[config.mk]
export PLATFORM = sky130hd
export DESIGN_NAME = dir_button_conditioner_flat
export DESIGN_NICKNAME = d
export VERILOG_FILES = /design/src/rtl/dir_button_conditioner_if.sv /design/src/rtl/dir_button_conditioner.sv /design/src/flat_wrapper.sv
export SDC_FILE = /design/constraint.sdc
export NUM_CORES = 1
export LEC_CHECK = 0
export BUFFER_PORTS_ARGS = -buffer_cell sky130_fd_sc_hd__buf_4
export CAP_MARGIN = 40
export CORE_MARGIN = 2
export CORE_UTILIZATION = 40
export CTS_CLUSTER_DIAMETER = 80
export DETAILED_ROUTE_END_ITERATION = 6
export PLACE_DENSITY = 0.56
export SYNTH_ARGS = -nofsm -noshare
export SYNTH_HDL_FRONTEND = slang
export SYNTH_SLANG_ARGS = --single-unit
[constraint.sdc]
create_clock -name clk -period 4.4 [get_ports clk]
set_input_delay 0.44 -clock clk [delete_from_list [all_inputs] [get_ports clk]]
set_output_delay 0.44 -clock clk [all_outputs]
set_load 0.02 [all_outputs]
[src/rtl/dir_button_conditioner_if.sv]
// dir_button_conditioner_if: raw direction buttons in, clean move pulses and status out.
interface dir_button_conditioner_if;
   logic btn_n, btn_s, btn_e, btn_w;
   logic n, s, e, w, conflict, busy;
   modport master(output btn_n, btn_s, btn_e, btn_w, input n, s, e, w, conflict, busy);
   modport slave(input btn_n, btn_s, btn_e, btn_w, output n, s, e, w, conflict, busy);
endinterface

[src/rtl/dir_button_conditioner.sv]
// dir_button_conditioner: synchronizes and debounces four direction buttons, emitting one pulse per unambiguous press.
module dir_button_conditioner #(
   parameter int SYNC_STAGES = 2,
   parameter int DEBOUNCE_CYCLES = 4
) (
   input logic clk,
   input logic reset,
   dir_button_conditioner_if.slave bus
);
   localparam int CW = $clog2(DEBOUNCE_CYCLES) + 1;
   typedef enum logic [1:0] {IDLE, PULSE, HOLD} state_t;
   state_t state, state_d;
   logic [3:0] raw, db, dir, dir_d;
   logic conflict, conflict_d;
   assign raw = {bus.btn_n, bus.btn_s, bus.btn_e, bus.btn_w};
   for (genvar i = 0; i < 4; i++) begin : g_btn
      logic [SYNC_STAGES-1:0] sq;
      logic [CW-1:0] cnt;
      logic db_r, sync_b;
      assign sync_b = sq[SYNC_STAGES-1];
      assign db[i] = db_r;
      always_ff @(posedge clk or posedge reset)
         if (reset) begin
            sq <= '0;
            cnt <= '0;
            db_r <= 1'b0;
         end else begin
            sq <= {sq[SYNC_STAGES-2:0], raw[i]};
            if (sync_b == db_r)
               cnt <= '0;
            else if (cnt == CW'(DEBOUNCE_CYCLES - 1)) begin
               db_r <= sync_b;
               cnt <= '0;
            end else
               cnt <= cnt + CW'(1);
         end
   end
   always_ff @(posedge clk or posedge reset)
      if (reset) begin
         state <= IDLE;
         dir <= '0;
         conflict <= 1'b0;
      end else begin
         state <= state_d;
         dir <= dir_d;
         conflict <= conflict_d;
      end
   // Presses arriving outside IDLE are dropped; HOLD waits for every button to clear.
   always_comb
      state_d = (state == IDLE) ? ((db == 4'b0) ? IDLE : ($onehot(db) ? PULSE : HOLD)) :
                (state == PULSE) ? HOLD : ((db == 4'b0) ? IDLE : HOLD);
   always_comb begin
      dir_d = (state == IDLE && $onehot(db)) ? db : 4'b0;
      conflict_d = (state == IDLE) && !$onehot0(db);
   end
   assign {bus.n, bus.s, bus.e, bus.w} = dir;
   assign bus.conflict = conflict;
   assign bus.busy = (state != IDLE);
endmodule

[src/flat_wrapper.sv]
// flat-port wrapper written by rule: the top's interface ports become plain ports
module dir_button_conditioner_flat 
#(
   parameter int SYNC_STAGES = 2,
   parameter int DEBOUNCE_CYCLES = 4
)
  (clk, reset, bus_btn_n, bus_btn_s, bus_btn_e, bus_btn_w, bus_n, bus_s, bus_e, bus_w, bus_conflict, bus_busy);
  dir_button_conditioner_if bus_i ();
  input logic clk;
  input logic reset;
  input wire logic [$bits(bus_i.btn_n)-1:0] bus_btn_n;
  input wire logic [$bits(bus_i.btn_s)-1:0] bus_btn_s;
  input wire logic [$bits(bus_i.btn_e)-1:0] bus_btn_e;
  input wire logic [$bits(bus_i.btn_w)-1:0] bus_btn_w;
  output wire logic [$bits(bus_i.n)-1:0] bus_n;
  output wire logic [$bits(bus_i.s)-1:0] bus_s;
  output wire logic [$bits(bus_i.e)-1:0] bus_e;
  output wire logic [$bits(bus_i.w)-1:0] bus_w;
  output wire logic [$bits(bus_i.conflict)-1:0] bus_conflict;
  output wire logic [$bits(bus_i.busy)-1:0] bus_busy;
  assign bus_i.btn_n = bus_btn_n;
  assign bus_i.btn_s = bus_btn_s;
  assign bus_i.btn_e = bus_btn_e;
  assign bus_i.btn_w = bus_btn_w;
  assign bus_n = bus_i.n;
  assign bus_s = bus_i.s;
  assign bus_e = bus_i.e;
  assign bus_w = bus_i.w;
  assign bus_conflict = bus_i.conflict;
  assign bus_busy = bus_i.busy;
  dir_button_conditioner #(.SYNC_STAGES(SYNC_STAGES), .DEBOUNCE_CYCLES(DEBOUNCE_CYCLES)) u_core (.clk(clk), .reset(reset), .bus(bus_i));
endmodule
; Word-level counts from Yosys, hierarchy flattened
; Index checks and enable logic that the tools add are counted.
; Widths: inputs -> output; s select.
[word_totals]
regBits = 31
input_bits = 6
out_inout_bits = 6
wordCells = 61
[op_classes]
n_addsub = 7
magnitude_cmp = 1
eq_ne = 10
muxes = 14
bitwise = 4
n_reduce_logical = 10
[op_table]
columns = cell, n
row1 = $mux 3, 8
row2 = $add 3x1->3 const B, 4
row3 = $eq 3x2->1 const B, 4
row4 = $mux 2, 5
row5 = $reduce_and 2->1, 4
row6 = $add 1x1->2, 2
row7 = $eq 1x1->1, 4
row8 = $logic_not 4->1, 1
row9 = $mux 4, 1
row10 = $not 1->1, 4
row11 = $add 3x3->3, 1
row12 = $eq 3x1->1 const B, 1
row13 = $le 3x1->1 const B, 1
row14 = $eq 2x1->1 const B, 1
row15 = $logic_and 1x1->1, 2
row16 = $logic_not 2->1, 1
row17 = $reduce_bool 2->1, 1
row18 = $logic_not 1->1, 1

; Logic depth before layout (Yosys ltp)
; Gate-level depths: netlist (run 1).
[logic_depth]
depth_word = 6
depth_mapped = 7
depth_no_buf = 7

; Least setup slack after synthesis (run 1)
; No wires, ideal clock.
[synth_timing]
kind = reg2reg
startpoint = reg u_core.g_btn[3].db_r
endpoint = reg u_core.state[1]
setup_ps = 121
arrival_time_ps = 1751
required_time_ps = 4279
slack_ps = 2528
stages_incl_launch_ff = 8
path_buffers = 0
synth_period_minus_slack_ps = 1872
path_cell_list = dfrtp_1 -> inv_1 -> ha_1 -> ha_1 -> inv_1 -> fa_1 -> nand3_1 -> o22a_1
[synth_via]
elab_chain_cells = 6
elab_cells_between_ends = 9
cone_classes = add/sub (2) / eq/ne (1) / mux (5) / reduce/logical (1)
[synth_rtl]
columns = item, line
row1 = start: declaration, dir_button_conditioner.sv:19  ; logic db_r, sync_b;
row2 = start signal: assignment, dir_button_conditioner.sv:32  ; db_r <= sync_b;
row3 = $add 1x1->2 (implied by the code), dir_button_conditioner.sv:50  ; state_d = (state == IDLE) ? ((db == 4'b0) ? IDLE : ($onehot(db) ? PULSE : HOLD)) :
row4 = $add 3x3->3 (implied by the code), dir_button_conditioner.sv:50
row5 = $eq 3x1->1, dir_button_conditioner.sv:50
row6 = $mux 2 (2 in series), dir_button_conditioner.sv:50
row7 = $mux 2 (*), dir_button_conditioner.sv:50
row8 = via u_core.state_d[1], dir_button_conditioner.sv:12  ; state_t state, state_d;
row9 = end signal: assignment, dir_button_conditioner.sv:44  ; state <= state_d;
row10 = end: declaration, dir_button_conditioner.sv:12
; The timed path passes the listed nets; every way through them passes the cells marked *.
; A chain may end at the register's enable or synchronous reset.

; Worst setup path in the final report (run 1)
; Ends and elaborated chain as after synthesis.

==> results of run 1 <==
## stage by stage
stage | setup WS [ns] | instance area, sq um | hold WS, ns
final | 2.370 | 1426 | 0.1506
after global routing | 2.220 | 1426 | 0.1667
after CTS | 2.362 | 1426 | 0.1536
after detailed placement | 2.368 | 1340 | 0.3364
after global placement | 2.441 | 1313 | 0.3312
after floorplan | 2.528 | 1202 | 0.3312
## synthesized netlist by cell type (all sizes together)
cell | number | area (sq um)
dfrtp | 31 | 775.7
ha | 9 | 112.6
inv | 8 | 30.03
nor3 | 8 | 40.04
nor3b | 7 | 57.55
nor2b | 6 | 37.54
mux2 | 4 | 45.04
xnor2 | 4 | 35.03
a21oi | 1 | 5.000
and2b | 1 | 8.760
buf | 1 | 11.26
fa | 1 | 20.02
nand2 | 1 | 3.750
nand3 | 1 | 5.000
o22a | 1 | 8.760
or2 | 1 | 6.260
## power by group
| part | leakage (uW) | switching [uW] | internal, uW | total (uW) |
|---|---|---|---|---|
| registers | 0.000393 | 42.6 | 354 | 397 |
| clock network | 0.0000482 | 93.3 | 134 | 228 |
| logic | 0.000254 | 169 | 139 | 308 |
| total | 0.000696 | 305 | 628 | 933 |
## kinds of logic after synthesis
group	Yosys count	share of synthesized area (%)
flip-flops	31	64.52
AND/OR/NAND/NOR	25	13.22
adder cells (fa/ha/maj)	10	11.03
buffers and inverters	9	3.434
XOR/XNOR	4	2.913
multiplexers	4	3.746
AO/OA/AOI/OAI	2	1.144
## critical path, cell delays in order (launching register included)
cell,delay (ns)
dfrtp_1,0.42
inv_1,0.09
ha_1,0.29
ha_1,0.14
inv_1,0.05
fa_1,0.50
nand3_1,0.19
o22a_1,0.26
## path summary, 6_finish.rpt
path | start | endpoint | slack, ns
setup / recovery | u_core.g_btn[3].db_r | u_core.state[1] | 2.37
max in group asynchronous | reset | u_core.g_btn[2].cnt[0] | 3.77
min in group clk | bus_btn_e | u_core.g_btn[1].sq[0] | 0.21
setup reg to reg | u_core.g_btn[3].db_r | u_core.state[1] | 2.37
hold reg to reg | u_core.g_btn[3].sq[0] | u_core.g_btn[3].sq[1] | 0.35
hold / removal | reset | u_core.dir[3] | 0.15
## cell type report
cell class	instances	area, sq um	area share (%)
multi-input cells	45	385.4	27.02
well taps	31	38.79	2.719
clock inverters	2	35.03	2.456
flip-flops and latches	31	775.7	54.39
clock buffers	6	51.30	3.596
inverters	8	30.03	2.105
repair buffers	12	110.1	7.719
## layer usage
metal,global-route usage [%],share of wire [%],vias to the layer above
met1,12.28,45,314
li1,-,-,316
met5,0,0,-
met3,6.593,6.5,6
met4,7.792,2.8,0
met2,18.41,46,14
## registers in the layout, summed over array words and instances, names as in the netlist
register	cells
u_core.bus.conflict	1
u_core.g_btn.sq	8
u_core.g_btn.db_r	4
u_core.dir	4
u_core.g_btn.cnt	12
u_core.state	2
==> results.md, run 1 <==
* Max frequency at 0.4927 GHz
* Htree depth at 2
* Fill cells at 250
* Finished Core Util at 50.85%
* Final setup violation count at 0
* Yosys warning count at 0
* Layout area overhead at 18.63%
* Drt via density at 4.815
* Global-route wire length before repair at 2.822 mm
* Critical Path Source Type: flip-flop
* Fin. Hold Viols at 0
* Failing checks: design-rule violations
* Hold_buf cts at 0
* Setup TNS Final at 0 ns
* Num Clock Sinks at 31
* Wirelength per Cell at roughly 12 um
* Cell count after synthesis at 85
* RD Place Congestion at 0.6813
* Reg clk slew, reported paths at 0.09 ns
* Drt first pass iters at 6
* Flop and latch count out of synthesis at 31
* Reg2reg path depth at 7
* Chip width at 58.83 um
* Vias in the first global route at between 600 and 700
* Min-delay worst type: in -> async
* Lkg Pwr at between 0.0006 and 0.0007 uW
* Synth Net Count at 101
* Routed Antenna Nets at 0
* Commonest non-fill, non-tap cells in the layout: 31 x dfrtp_1, 11 x buf_4, 9 x ha_1
* Port Buf Inserts at 11
* GR Util All Layers at 11.87%
* Max-cap violations at 0
* Post-Syn Area at 0.001202 sq mm
* Seq/Total Area, Yosys at 64.52%
* CP max FO at 6
* Slew @ Worst Pin at 0.5410 ns
* Part of the cycle the worst path needs at 46.13%
* Min Tclk post-route at slightly above 2 ns
* Row count at 19
* Die H at roughly 59 um
* DIE AREA at 0.003460 sq mm
* DP HPWL at 1.167 mm
* Post-Route WL at 1.569 mm
* Final Power at 932.8 uW
* CTS tree: yes
* Setup Skew at 0.007737 ns
* Vias at 650
* Post-synth cell types at 17
* Outcome: finished with violations
* CTS root buffer: clkbuf_4
* Io pins at 12
* Setup Fix Bufs, Post-CTS at 0
* Crit Path Category: reg -> reg
* Num CTS Buffers at 5
* Clk_lat worst skew at 0.32 ns
* DRC errors left at 2
* RSZ-0062 raised after global routing: no
* Final Non-Filler Cells at 135
* Layout cells sized above 1 at between 20 and 30%
* Total gr overflow at 0
* Core area at 0.002805 sq mm
* Critical Path Sink Type: flip-flop
* Initial antenna violation count at 0
* Peak supply drop at 247.2 uV
* Nets at ~120
* Number of cells after detailed placement at 127
* Starting Density at 42.86%
* Leading cell type in the layout, fill and taps excluded: dfrtp_1
* Largest net degree at the start of global routing at 20
* Antenna cell count at 0
* Critical Path RT at 4.62 ns
* Critical Path AT at between 2 and 2.5 ns
* CTS max path bufs at 2
* Post_cts resized at 0
* Final Max Tran Viols at 0
* Slew headroom at 63.89%
* Pwr Density at 654.0 mW/mm^2
* Avg Inst Size Synth at around 14 sq um
* Starting DRT DRC Count at 15
Power figures use the tool's default switching activity.
==> run 2, diff against run 1 <==
--- a/config.mk
+++ b/config.mk
@@ -11,7 +11,7 @@
 export CORE_UTILIZATION = 40
 export CTS_CLUSTER_DIAMETER = 80
 export DETAILED_ROUTE_END_ITERATION = 6
-export PLACE_DENSITY = 0.56
+export PLACE_DENSITY = 0.58
 export SYNTH_ARGS = -nofsm -noshare
 export SYNTH_HDL_FRONTEND = slang
 export SYNTH_SLANG_ARGS = --single-unit
==> constraint.sdc (replaced) <==
create_clock -name clk -period 1.7 [get_ports clk]
set_input_delay 0.17 -clock clk [delete_from_list [all_inputs] [get_ports clk]]
set_output_delay 0.17 -clock clk [all_outputs]
set_load 0.02 [all_outputs]
==> run 2 against run 1 <==
  * The flow finishes with violations (design-rule violations, negative setup slack)
  * Worst hold slack improved by 0.20 ns
  * Die area unchanged
  * Worst setup slack got worse by 2.5 ns
  * Critical path depth unchanged
  * Clock-buffer cell count unchanged
  * Cell area increased by 8.8%
  * Total power increased to 2.9 times the previous value
  * Final cell count increased by 9.6%
  * First-iteration DRC count increased by 73%
  * Combinational power increased to 4.1 times the previous value
  * Clock power increased by 87%
  * Utilization increased by 4.5 points
  * Largest cell class unchanged
==> results.md, run 2 (synthesis results as in run 1) <==
* Biggest regs: u_core.g_btn.cnt x12, u_core.g_btn.sq x8
* Post-Route WL at 1.648 mm
* Htree depth at 2
* Port Buf Inserts at 11
* Max frequency at around 0.55 GHz
* Part of the cycle the worst path needs at 106.5%
* Wirelength per Cell at 11.14 um
* Reg2reg path depth at 7
* Worst hold endpoint: u_core.g_btn[2].sq[1]
* Reg clk slew, reported paths at 0.09 ns
* Failing checks: design-rule violations, negative setup slack
* DIE AREA at 0.003460 sq mm
* Finished Core Util at between 50% and 60%
* Die H at 58.83 um
* Critical Path AT at 2.03 ns
* RD Place Congestion at 0.6506
* Nets at about 130
* Io pins at 12
* Starting Density at 42.86%
* Vias in the first global route at 731
* Num CTS Buffers at 5
* Routed Antenna Nets at 0
* Drt via density at approximately 4.7
* Critical Path Sink Type: flip-flop
* Num Clock Sinks at 31
* Clk_lat worst skew at 0.32 ns
* RSZ-0062 raised after global routing: yes
* Layout area overhead at 29.03%
* Layout cells sized above 1 at approximately two fifths
* RR Endpoint: u_core.state[1]
* Vias at approximately 690
* Setup Skew at 0.005657 ns
* CTS root buffer: clkbuf_4
* Antenna cell count at 0
* DRC errors left at 1
* DP HPWL at 1.116 mm
* Hold path depth at 0
* Fill cells at 243
* Commonest non-fill, non-tap cells in the layout: 31 x dfrtp_1, 21 x buf_4, 7 x nor3_1
* Initial antenna violation count at 0
* Setup ws final at -0.1113 ns
* Core area at between 0.002 and 0.003 sq mm
* Hold Path Origin: u_core.g_btn[2].sq[0]
* CP max FO at 6
* Top reg by flops: u_core.g_btn.cnt
* Final setup violation count at 5
* Final Max Tran Viols at 0
* Total gr overflow at 0
* Min-delay worst type: reg -> reg
* Slew headroom at 74.83%
* CTS tree: yes
* Slew @ Worst Pin at 0.3775 ns
* FF-to-FF Start: u_core.g_btn[0].db_r
* Fin. Hold Viols at 0
* Critical Path RT at between 1.5 and 2 ns
* Max reg flops at 12
* Global-route wire length before repair at 3.132 mm
* Final Power at 2693 uW
* CTS max path bufs at 2
* Leading cell type in the layout, fill and taps excluded: dfrtp_1
* Starting DRT DRC Count at 26
* Critical Path Source Type: flip-flop
* Largest net degree at the start of global routing at 32
* Pwr Density at between 1500 and 2000 mW/mm^2
* GR Util All Layers at 12.81%
* Chip width at 58.83 um
* Max-cap violations at 0
* Reg-to-reg slack, setup at -0.11 ns
* Crit Path Category: reg -> reg
* Row count at 19
* Outcome: finished with violations
* Lkg Pwr at approximately 0.00074 uW
* Peak supply drop at between 700 and 800 uV
* Min Tclk post-route at around 1.8 ns
* Drt first pass iters at 6
-- run 2: power breakdown --
part | switching (uW) | internal (uW)
combinational | 608 | 658
sequential | 82.7 | 917
clock | 235 | 191
-- run 2: worst max-delay path, stage by stage, from the launching register on --
cell	delay (ns)
dfrtp_1	0.38
inv_2	0.06
ha_4	0.27
ha_4	0.12
inv_2	0.03
fa_2	0.55
nand3_4	0.10
o22a_1	0.20
-- run 2: metal layers --
layer,track usage (%),share of wire (%),vias to the layer above
met3,6.593,6.5,6
met1,16.33,48,328
li1,-,-,343
met5,0,0,-
met4,6.818,2.6,0
met2,17.62,43,17
-- run 2: per-stage QoR --
step | cell area (sq um) | std cells | setup slack [ns] | hold slack [ns] | TNS (ns)
3_3_place_gp | 1385 | 135 | -0.09674 | 0.2697 | -0.1861
5_1_grt | 1551 | 148 | -0.1933 | 0.3649 | -0.7631
6_report | 1551 | 148 | -0.1113 | 0.3517 | -0.2429
4_1_cts | 1549 | 148 | -0.1091 | 0.3556 | -0.2865
2_1_floorplan | 1207 | 85 | -0.1107 | 0.2014 | -0.1278
3_5_place_dp | 1385 | 135 | -0.1331 | 0.2806 | -0.3655
-- run 2: worst max-delay path by stage --
stage / from / to / slack (ns) / depth (start not counted)
3_3_place_gp: u_core.g_btn[3].db_r / u_core.state[1] / -0.1 / 7
5_1_grt: u_core.g_btn[2].db_r / u_core.state[1] / -0.19 / 7
4_1_cts: u_core.g_btn[3].db_r / u_core.state[1] / -0.11 / 7
2_1_floorplan: u_core.g_btn[3].db_r / u_core.state[1] / -0.11 / 7
3_5_place_dp: u_core.g_btn[3].db_r / u_core.state[1] / -0.13 / 7
6_report: u_core.g_btn[0].db_r / u_core.state[1] / -0.11 / 7
-- run 2: what timing repair did --
item                                    in CTS  in global routing
gates resized for setup                     11                  1
endpoints found under the setup margin       6                  6
gates cloned                                 0                  0
hold buffers                                 5                  0
pin swaps                                    1                  1
endpoints found under the hold margin       35                  0
buffers inserted                             1                  0
-- run 2: final cells by class --
class                      count  area [sq um]  share of cell area [%]
sequential                    31         775.7                   50.00
tap                           31         38.79                   2.500
inverter                       8         30.03                   1.935
multi-input combinational     45         442.9                   28.55
timing repair buffer          26         207.7                   13.39
clock inverter                 1         5.005                  0.3226
clock buffer                   6         51.30                   3.306
==> run 3, diff against run 2 <==
--- a/config.mk
+++ b/config.mk
@@ -11,7 +11,8 @@
 export CORE_UTILIZATION = 40
 export CTS_CLUSTER_DIAMETER = 80
 export DETAILED_ROUTE_END_ITERATION = 6
-export PLACE_DENSITY = 0.58
+export PLACE_DENSITY = 0.56
 export SYNTH_ARGS = -nofsm -noshare
 export SYNTH_HDL_FRONTEND = slang
 export SYNTH_SLANG_ARGS = --single-unit
+export TNS_END_PERCENT = 100
==> constraint.sdc (replaced) <==
create_clock -name clk -period 2.1 [get_ports clk]
set_input_delay 0.21 -clock clk [delete_from_list [all_inputs] [get_ports clk]]
set_output_delay 0.21 -clock clk [all_outputs]
set_load 0.02 [all_outputs]
==> run 3 against run 2 <==
  * The run ends with design-rule violations left
  * Maximum frequency shrank 7.4%
  * Largest cell class unchanged
  * Largest power group is now sequential cells
  * Sequential power shrank 17%
  * First-iteration DRC count grew 27%
  * Die area is the same
  * Total power shrank 32%
==> results.md, run 3 (synthesis results as in run 1) <==
* Final setup violation count at 0
* Num Clock Sinks at 31
* Pwr Density at 1282 mW/mm^2
* Critical Path RT at 2.31 ns
* Post-Route WL at 1.557 mm
* Combinational Power Share at between 30% and 40%
* Final Power at 1827 uW
* Clk_lat worst skew at 0.32 ns
* CTS max path bufs at 2
* Row count at 19
* CP bufs+invs at 2
* Fill cells at 265
* RD Place Congestion at 0.6936
* Setup ws final at 0.1432 ns
* Starting DRT DRC Count at 33
* Max frequency at just over 0.5 GHz
* Failing checks: design-rule violations
* Peak supply drop at 584.3 uV
* Met2 wire length at 722 um
* DP HPWL at 1.135 mm
* Leading cell type in the layout, fill and taps excluded: dfrtp_1
* Core area at between 0.002 and 0.003 sq mm
* Int Power at 1185 uW
* Delay of the slowest critical-path stage at around 0.5 ns
* Chip width at 58.83 um
* Length of routed wiring on met1 at 708 um
* Layout cells sized above 1 at 22.94%
* Die H at 58.83 um
* CTS tree: yes
* Slowest cell on the critical path: fa_1
* Slew @ Worst Pin at 0.4642 ns
* Net Sw Frac at 35.16%
* Outcome: finished with violations
* Slew headroom at 69.02%
* Crit path max-delay family: adder cells
* Top Metal Used: met4
* Nets at about 120
* Lkg Pwr at 0.0006919 uW
* DRC errors left at 2
* Antenna cell count at 0
* Max-cap violations at 0
* Layout area overhead at 18.52%
* Commonest non-fill, non-tap cells in the layout: 31 x dfrtp_1, 12 x buf_4, 9 x ha_1
* Starting Density at 42.86%
* Vias at 663
* Register share of total power at 45.4%
* Setup Skew at 0.01266 ns
* Max reg flops at 12
* Htree depth at 2
* Drt via density at 4.736
* DIE AREA at 0.003460 sq mm
* Num CTS Buffers at 5
* Crit Path Category: reg -> reg
* CTS root buffer: clkbuf_4
* Largest net degree at the start of global routing at 20
* Finished Core Util at between 50% and 60%
* Top reg by flops: u_core.g_btn.cnt
* Reg clk slew, reported paths at roughly 0.090 ns
* Critical Path Source Type: flip-flop
* CP max FO at 6
* Routed Antenna Nets at 0
* Crit path cell chain: inv_1 > ha_1 > ha_1 > inv_1 > fa_1 > nand3_2 > o22a_1
* Vias in the first global route at 703
* Min-delay worst type: reg -> reg
* GR Util All Layers at 11.96%
* Part of the cycle the worst path needs at 93.18%
* Wirelength per Cell at approximately 11 um
* Critical Path Sink Type: flip-flop
* Final Hold Slack at 0.3511 ns
* Total gr overflow at 0
* Initial antenna violation count at 0
* Clock network power share at 17.2%
* Fin. Hold Viols at 0
* Global-route wire length before repair at between 2 and 3 mm
* Setup TNS Final at 0 ns
* Biggest regs: u_core.g_btn.cnt x12, u_core.g_btn.sq x8
* Port Buf Inserts at 11
* Io pins at 12
* RSZ-0062 raised after global routing: no
* Drt first pass iters at 6
* Final Max Tran Viols at 0
* Critical Path AT at 2.17 ns
* Sw Pwr at around 640 uW
* Reg-to-reg slack, setup at 0.14 ns
* Setup WS pre-CTS at ~0.07 ns
* Min Tclk post-route at 1.957 ns
* Setup Fix Bufs, Post-CTS at 0
* Met3 routed WL at 85 um
[run 3: power groups by stage]
stage	Clock (uW)	Sequential, uW	Combinational (uW)
2_1_floorplan	0	856	472
3_3_place_gp	0	836	611
6_report	314	830	683
4_1_cts	326	834	672
5_1_grt	363	853	789
3_5_place_dp	0	845	658
[run 3: layer usage]
metal / track usage (%) / vias up
met2: 19.52 / 13
met1: 13.28 / 320
met3: 4.615 / 5
met4: 6.818 / 0
met5: 0 / -
li1: - / 325
[run 3: layout make-up]
cell class | instances | area, sq um | share of cell area, %
clock buffers | 7 | 45.04 | 3.161
well taps | 31 | 38.79 | 2.722
multi-input cells | 45 | 390.4 | 27.39
repair buffers | 17 | 140.1 | 9.833
flip-flops and latches | 31 | 775.7 | 54.43
inverters | 8 | 30.03 | 2.107
clock inverters | 1 | 5.005 | 0.3512
[run 3: what timing repair did]
action / CTS / global route
endpoints found under the setup margin: 0 / 5
hold buffers: 5 / 0
gates resized for setup: 0 / 1
endpoints found under the hold margin: 16 / 0
[run 3: worst paths after layout]
| kind | startpoint | to | cells past startpoint |
|---|---|---|---|
| setup / recovery | u_core.g_btn[3].db_r | u_core.state[1] | 7 |
| min in group asynchronous | reset | u_core.g_btn[3].sq[1] | 3 |
| setup reg to reg | u_core.g_btn[3].db_r | u_core.state[1] | 7 |
| hold reg to reg | u_core.g_btn[3].sq[0] | u_core.g_btn[3].sq[1] | 0 |
| hold / removal | u_core.g_btn[3].sq[0] | u_core.g_btn[3].sq[1] | 0 |
| max in group asynchronous | reset | u_core.g_btn[0].cnt[0] | 4 |
[run 3: per-stage QoR]
| stage | area, sq um | std cells |
|---|---|---|
| final | 1425 | 140 |
| after global routing | 1425 | 140 |
| after CTS | 1420 | 140 |
| after detailed placement | 1320 | 127 |
| after global placement | 1320 | 127 |
| after floorplan | 1202 | 85 |
[run 3: worst register-to-register path: stages, from the launching register on]
cell and delay [ns]:
dfrtp_1 0.42, inv_1 0.08, ha_1 0.28, ha_1 0.14
inv_1 0.05, fa_1 0.51, nand3_2 0.15, o22a_1 0.23
